===== src/rtl/bwm_mac.sv =====
// bwm_mac: streaming signed dot-product engine.
//   Operand pairs (x, y) are accepted with a valid/ready handshake. Each
//   product comes from a Baugh-Wooley array multiplier (bwm), is
//   sign-extended and accumulated. After LEN products the result is
//   presented on acc/ovf with out_valid until the consumer takes it.
// Build option:
//   BWM_MAC_SAT_EN defined   -> accumulator saturates on signed overflow.
//   BWM_MAC_SAT_EN undefined -> accumulator wraps modulo 2^ACC_W.
//   ovf reports overflow in both builds.

// Baugh-Wooley signed multiplier. The result is truncated to 2*BW-1 bits,
// so (-2^(BW-1)) * (-2^(BW-1)) wraps to -2^(2*BW-2). The caller fixes
// that single case.
module bwm #(
  parameter int BW = 8
) (
  input  logic [BW-1:0]   i_a,
  input  logic [BW-1:0]   i_b,
  output logic [2*BW-2:0] o_p
);
  localparam int PW = 2*BW-1;

  logic [PW-1:0] w_row;
  logic [PW-1:0] w_sum;
  logic          w_bit;

  // Sum the partial-product rows. Cross terms involving exactly one sign bit
  // are inverted, and a constant 2^BW corrects for the inversions.
  always_comb begin
    w_sum = {{(PW-1){1'b0}}, 1'b1} << BW;
    w_row = '0;
    w_bit = 1'b0;
    for (int i = 0; i < BW; i++) begin
      w_row = '0;
      for (int j = 0; j < BW; j++) begin
        w_bit = i_a[i] & i_b[j];
        w_row[i+j] = ((i == BW-1) != (j == BW-1)) ? ~w_bit : w_bit;
      end
      w_sum = w_sum + w_row;
    end
    o_p = w_sum;
  end
endmodule

module bwm_mac #(
  parameter int BW    = 8,
  parameter int ACC_W = 20,
  parameter int LEN   = 4
) (
  input  logic                    clk,
  input  logic                    rst,
  input  logic                    in_valid,
  output logic                    in_ready,
  input  logic signed [BW-1:0]    x,
  input  logic signed [BW-1:0]    y,
  output logic                    out_valid,
  input  logic                    out_ready,
  output logic signed [ACC_W-1:0] acc,
  output logic                    ovf
);
  localparam int PW = 2*BW-1;
  localparam int CW = (LEN > 1) ? $clog2(LEN) : 1;
  localparam logic [BW-1:0]    OP_MIN = {1'b1, {(BW-1){1'b0}}};
  localparam logic [ACC_W-1:0] MIN_SQ = {{(ACC_W-1){1'b0}}, 1'b1} << (2*BW-2);
`ifdef BWM_MAC_SAT_EN
  localparam logic [ACC_W-1:0] ACC_MAX = {1'b0, {(ACC_W-1){1'b1}}};
  localparam logic [ACC_W-1:0] ACC_MIN = {1'b1, {(ACC_W-1){1'b0}}};
`endif

  typedef enum logic [1:0] {
    ACC  = 2'd0,
    WAIT = 2'd1,
    HOLD = 2'd2
  } state_t;

  state_t           r_state;
  state_t           w_next;
  logic             w_in_ready;
  logic             w_xfer;
  logic             w_cnt_last;
  logic [CW-1:0]    r_cnt;

  logic [BW-1:0]    r_op_x;
  logic [BW-1:0]    r_op_y;
  logic             r_op_v;
  logic             r_op_last;
  logic             r_new_dp;

  logic [PW-1:0]    w_prod_raw;
  logic [ACC_W-1:0] w_prod;
  logic [ACC_W:0]   w_sum;
  logic             w_add_ovf;
  logic [ACC_W-1:0] w_acc_nxt;

  logic [ACC_W-1:0] r_acc;
  logic             r_ovf;
  logic             r_out_valid;

  assign w_cnt_last = (r_cnt == CW'(LEN-1));
  assign w_xfer     = in_valid & w_in_ready;
  assign in_ready   = w_in_ready;
  assign out_valid  = r_out_valid;
  assign acc        = r_acc;
  assign ovf        = r_ovf;

  // State register.
  always_ff @(posedge clk or posedge rst) begin
    if (rst) begin
      r_state <= ACC;
    end else begin
      r_state <= w_next;
    end
  end

  // Next-state and handshake decode.
  always_comb begin
    w_next     = r_state;
    w_in_ready = 1'b0;
    case (r_state)
      ACC: begin
        w_in_ready = 1'b1;
        if (in_valid && w_cnt_last) begin
          w_next = WAIT;
        end else begin
          w_next = ACC;
        end
      end
      WAIT: begin
        w_next = HOLD;
      end
      HOLD: begin
        if (r_out_valid && out_ready) begin
          w_next = ACC;
        end else begin
          w_next = HOLD;
        end
      end
      default: begin
        w_next = ACC;
      end
    endcase
  end

  // Stage 1: capture the accepted pair and count pairs in this dot product.
  always_ff @(posedge clk or posedge rst) begin
    if (rst) begin
      r_cnt     <= '0;
      r_op_x    <= '0;
      r_op_y    <= '0;
      r_op_v    <= 1'b0;
      r_op_last <= 1'b0;
    end else begin
      r_op_v <= w_xfer;
      if (w_xfer) begin
        r_op_x    <= x;
        r_op_y    <= y;
        r_op_last <= w_cnt_last;
        r_cnt     <= w_cnt_last ? '0 : (r_cnt + CW'(1));
      end
    end
  end

  bwm #(.BW(BW)) u_bwm (
    .i_a (r_op_x),
    .i_b (r_op_y),
    .o_p (w_prod_raw)
  );

  // Sign-extend the product; min*min is the one case the multiplier wraps.
  always_comb begin
    if ((r_op_x == OP_MIN) && (r_op_y == OP_MIN)) begin
      w_prod = MIN_SQ;
    end else begin
      w_prod = {{(ACC_W-PW){w_prod_raw[PW-1]}}, w_prod_raw};
    end
  end

  // Add the next term with signed overflow detection, then clamp or wrap.
  always_comb begin
    w_sum     = {r_acc[ACC_W-1], r_acc} + {w_prod[ACC_W-1], w_prod};
    w_add_ovf = (w_sum[ACC_W] != w_sum[ACC_W-1]);
`ifdef BWM_MAC_SAT_EN
    if (w_add_ovf) begin
      w_acc_nxt = w_sum[ACC_W] ? ACC_MIN : ACC_MAX;
    end else begin
      w_acc_nxt = w_sum[ACC_W-1:0];
    end
`else
    w_acc_nxt = w_sum[ACC_W-1:0];
`endif
  end

  // Stage 2: the first term loads the accumulator and clears ovf, later
  // terms add in; r_new_dp remembers whether the next term starts afresh.
  always_ff @(posedge clk or posedge rst) begin
    if (rst) begin
      r_acc    <= '0;
      r_ovf    <= 1'b0;
      r_new_dp <= 1'b1;
    end else if (r_op_v) begin
      r_new_dp <= r_op_last;
      if (r_new_dp) begin
        r_acc <= w_prod;
        r_ovf <= 1'b0;
      end else begin
        r_acc <= w_acc_nxt;
        r_ovf <= r_ovf | w_add_ovf;
      end
    end
  end

  // Result valid: raised one cycle into HOLD (after the final sum has
  // settled in acc), dropped on the accepting edge.
  always_ff @(posedge clk or posedge rst) begin
    if (rst) begin
      r_out_valid <= 1'b0;
    end else begin
      r_out_valid <= (r_state == HOLD) && !(r_out_valid && out_ready);
    end
  end
endmodule


===== config.mk =====
export PLATFORM = sky130hd
export DESIGN_NAME = bwm_mac
export DESIGN_NICKNAME = d
export VERILOG_FILES = /design/src/rtl/bwm_mac.sv
export SDC_FILE = /design/constraint.sdc
export NUM_CORES = 1
export LEC_CHECK = 0
export BUFFER_PORTS_ARGS = -buffer_cell sky130_fd_sc_hd__buf_4
export CAP_MARGIN = 20
export CORE_MARGIN = 2
export CORE_UTILIZATION = 60
export DETAILED_ROUTE_END_ITERATION = 8
export PLACE_DENSITY = 0.87
export SLEW_MARGIN = 10
export SYNTH_ARGS = -nofsm -noshare
export SYNTH_HDL_FRONTEND = slang
export SYNTH_HIERARCHICAL = 1
export SYNTH_SLANG_ARGS = --single-unit

===== constraint.sdc =====
create_clock -name clk -period 7.9 [get_ports clk]
set_input_delay 0.395 -clock clk [delete_from_list [all_inputs] [get_ports clk]]
set_output_delay 0.395 -clock clk [all_outputs]
set_load 0.02 [all_outputs]

==> impl_metrics.toml <==
[outcome]
status = "finished, final reports clean"

[finish]
antenna_cells = 0
most-common-layout-cells = "inv_1 (57), buf_4 (54), nand2_1 (53)"
syn_to_final_growth_pct = 13.4
multiInputGateArea_um2 = 3560
fin_nets = 701
fillers = 632
fin_area_um2 = 5590
drive_gt1_frac = 0.184
final_common_cell = "inv_1"
seq_area_um2 = 1140

[worst_setup_path]
r2r-start = "r_op_x[2]"
startpoint_type = "flip-flop"
cp_max_fo = 6
slowest_stage = "fa_1"
crit_path_start = "r_op_x[2]"
crit_type = "reg2reg"
reg2reg_depth = 29
r2r-end = "acc[17]"
critPathCaptureType = "flip-flop"
critical_path_arrival_ns = 7.72
r2r_slack_ns = 0.33
path_common_cell = "fa_1"
slowest_delay_ns = 0.55
cp.required_ns = 8.04

[sta]
fmax_mhz = 132
fin_crit_ns = 7.57
tightest_slew_ns = 0.889
post-route-period-util = 0.958
setup_viol = 0
final_max_slew_viol_count = 0
skew_ns = 0.0110
slew_headroom = 0.407
hold_violations = 0

[route]
wire_per_inst_um = 16.2
dr.pass1.iters = 5
postRouteAntennaNets = 0
dr.first_iter.drc_count = 198
via_per_inst = 5.81
via_count = 4063
drt-total-wl_um = 11300
drcViolationCount = 0

[floorplan]
die_x_um = 94.6
rows = 33
io_pins = 43
start_util = 0.609
core_area_um2 = 8090
die_area_um2 = 8960
dieHeight_um = 94.6

[global_routing]
grt_pass1_vias = 4054
antenna_found_initial = 0
grt-ovfl-total = 0
grt_usage = 0.263
grt_max_degree = 46
grt_pass1_wl_um = 18800

[clock_network]
path_clk_slew_ns = 0.10
cts.htree.levels = 2
cts_buffer_depth = 2
cts_buffers = 5
root_buffer = "clkbuf_8"
ctsHoldBuffers = 0
clkSinkCount = 45
cts_tree = "done"
clk_latency_ns = 0.30

[synth]
yosysUniqueCellTypes = 57
synth_seq_cells = 45
async_flop_share = 1.00
synth_top_flop_cell = "dfrtp_1"
synthCells = 542
syn_area_um2 = 4930
ys_warn_count = 6
syn_nets = 649
synth-edff-count = 0
yosysSeqAreaShare = 0.229
syn_area_per_cell_um2 = 9.10

[placement]
dp_hpwl_um = 8600
placed_area_um2 = 5360
io_buffers = 42
routabilityCongestion = 0.891

[hold_path]
hold_class = "in2async"

[run]
drv_cap = 0
stage by stage:
stage / std cells / util / setup TNS [ns] / worst slack [ns] / hold slack (ns)
after CTS: 689 / 0.676 / 0 / 0.0232 / 0.274
after detailed placement: 682 / 0.662 / 0 / 0.0640 / 0.469
after global placement: 682 / 0.662 / 0 / 0.326 / 0.459
after floorplan: 542 / - / 0 / 0.871 / 0.440
after global routing: 699 / 0.691 / -0.0424 / -0.0424 / 0.160
final: 699 / 0.691 / 0 / 0.329 / 0.124
flip-flops by register name (all words and copies together) (netlist names):
register,cells
r_op_y,8
r_state,2
r_op_v,1
out_valid,1
r_new_dp,1
r_op_x,8
acc,20
ovf,1
r_cnt,2
r_op_last,1
routing by layer:
layer,up-vias,global-route usage,part of all wire
met1,1972,0.342,0.42
met2,126,0.463,0.52
met3,18,0.0399,0.049
li1,1947,-,-
met4,0,0.0604,0.013
met5,-,0,0
cell type report:
class	count	share of cell area
clock inverters	2	0.00694
flip-flops and latches	45	0.203
multi-input cells	428	0.637
well taps	105	0.0235
repair buffers	55	0.0775
inverters	59	0.0396
clock buffers	5	0.0123
Yosys cell counts (8+ instances only):
master    number  area [um2]
fa_1          36         721
ha_1          51         638
and2_1        46         288
nand3_1        8        40.0
a21o_1         9        67.6
xor2_1        10        87.6
xnor2_1       17         149
dfrtp_1       44        1100
mux2_2        21         236
clkbuf_1       9        33.8
o21ai_0       21         105
inv_1         58         218
nand2_1       53         199
a21oi_1       35         175
nor2_1        31         116
logic make-up (layout without fill, tap and decap cells):
logic type / Yosys count / count (layout) / share of synthesized area
DFF: 45 / 45 / 0.229
AOI/OAI and AO/OA: 114 / 114 / 0.160
buffers and inverters: 69 / 121 / 0.0525
muxes: 25 / 25 / 0.0561
xor gates and xnor gates: 27 / 27 / 0.0480
adders and majority gates: 87 / 87 / 0.276
and+or+nand+nor: 175 / 175 / 0.179
repair_timing:
item                       CTS  global route
gates resized for setup      0            13
setup endpoints to repair    0             7
setup buffers                0             9
critical path: cells and delay by family (launching register included):
family | cells | cell delay (ns)
buf+inv | 4 | 0.34
simple gates | 6 | 1.13
xor+xnor | 3 | 0.65
flops | 1 | 0.45
fa+ha+maj | 8 | 3.51
compound gates | 8 | 1.36
how the worst max path moves through the flow:
stage	endpoint	slack (ns)	cells after the start
4_1_cts	acc[19]	0.02	29
2_1_floorplan	ovf	0.87	28
3_5_place_dp	acc[19]	0.06	29
3_3_place_gp	acc[19]	0.33	29
6_report	acc[17]	0.33	29
5_1_grt	acc[17]	-0.04	29
Power is left out: the tool's default activity adds up to more than one toggle a clock period on the data nets, which glitch-free logic cannot reach.
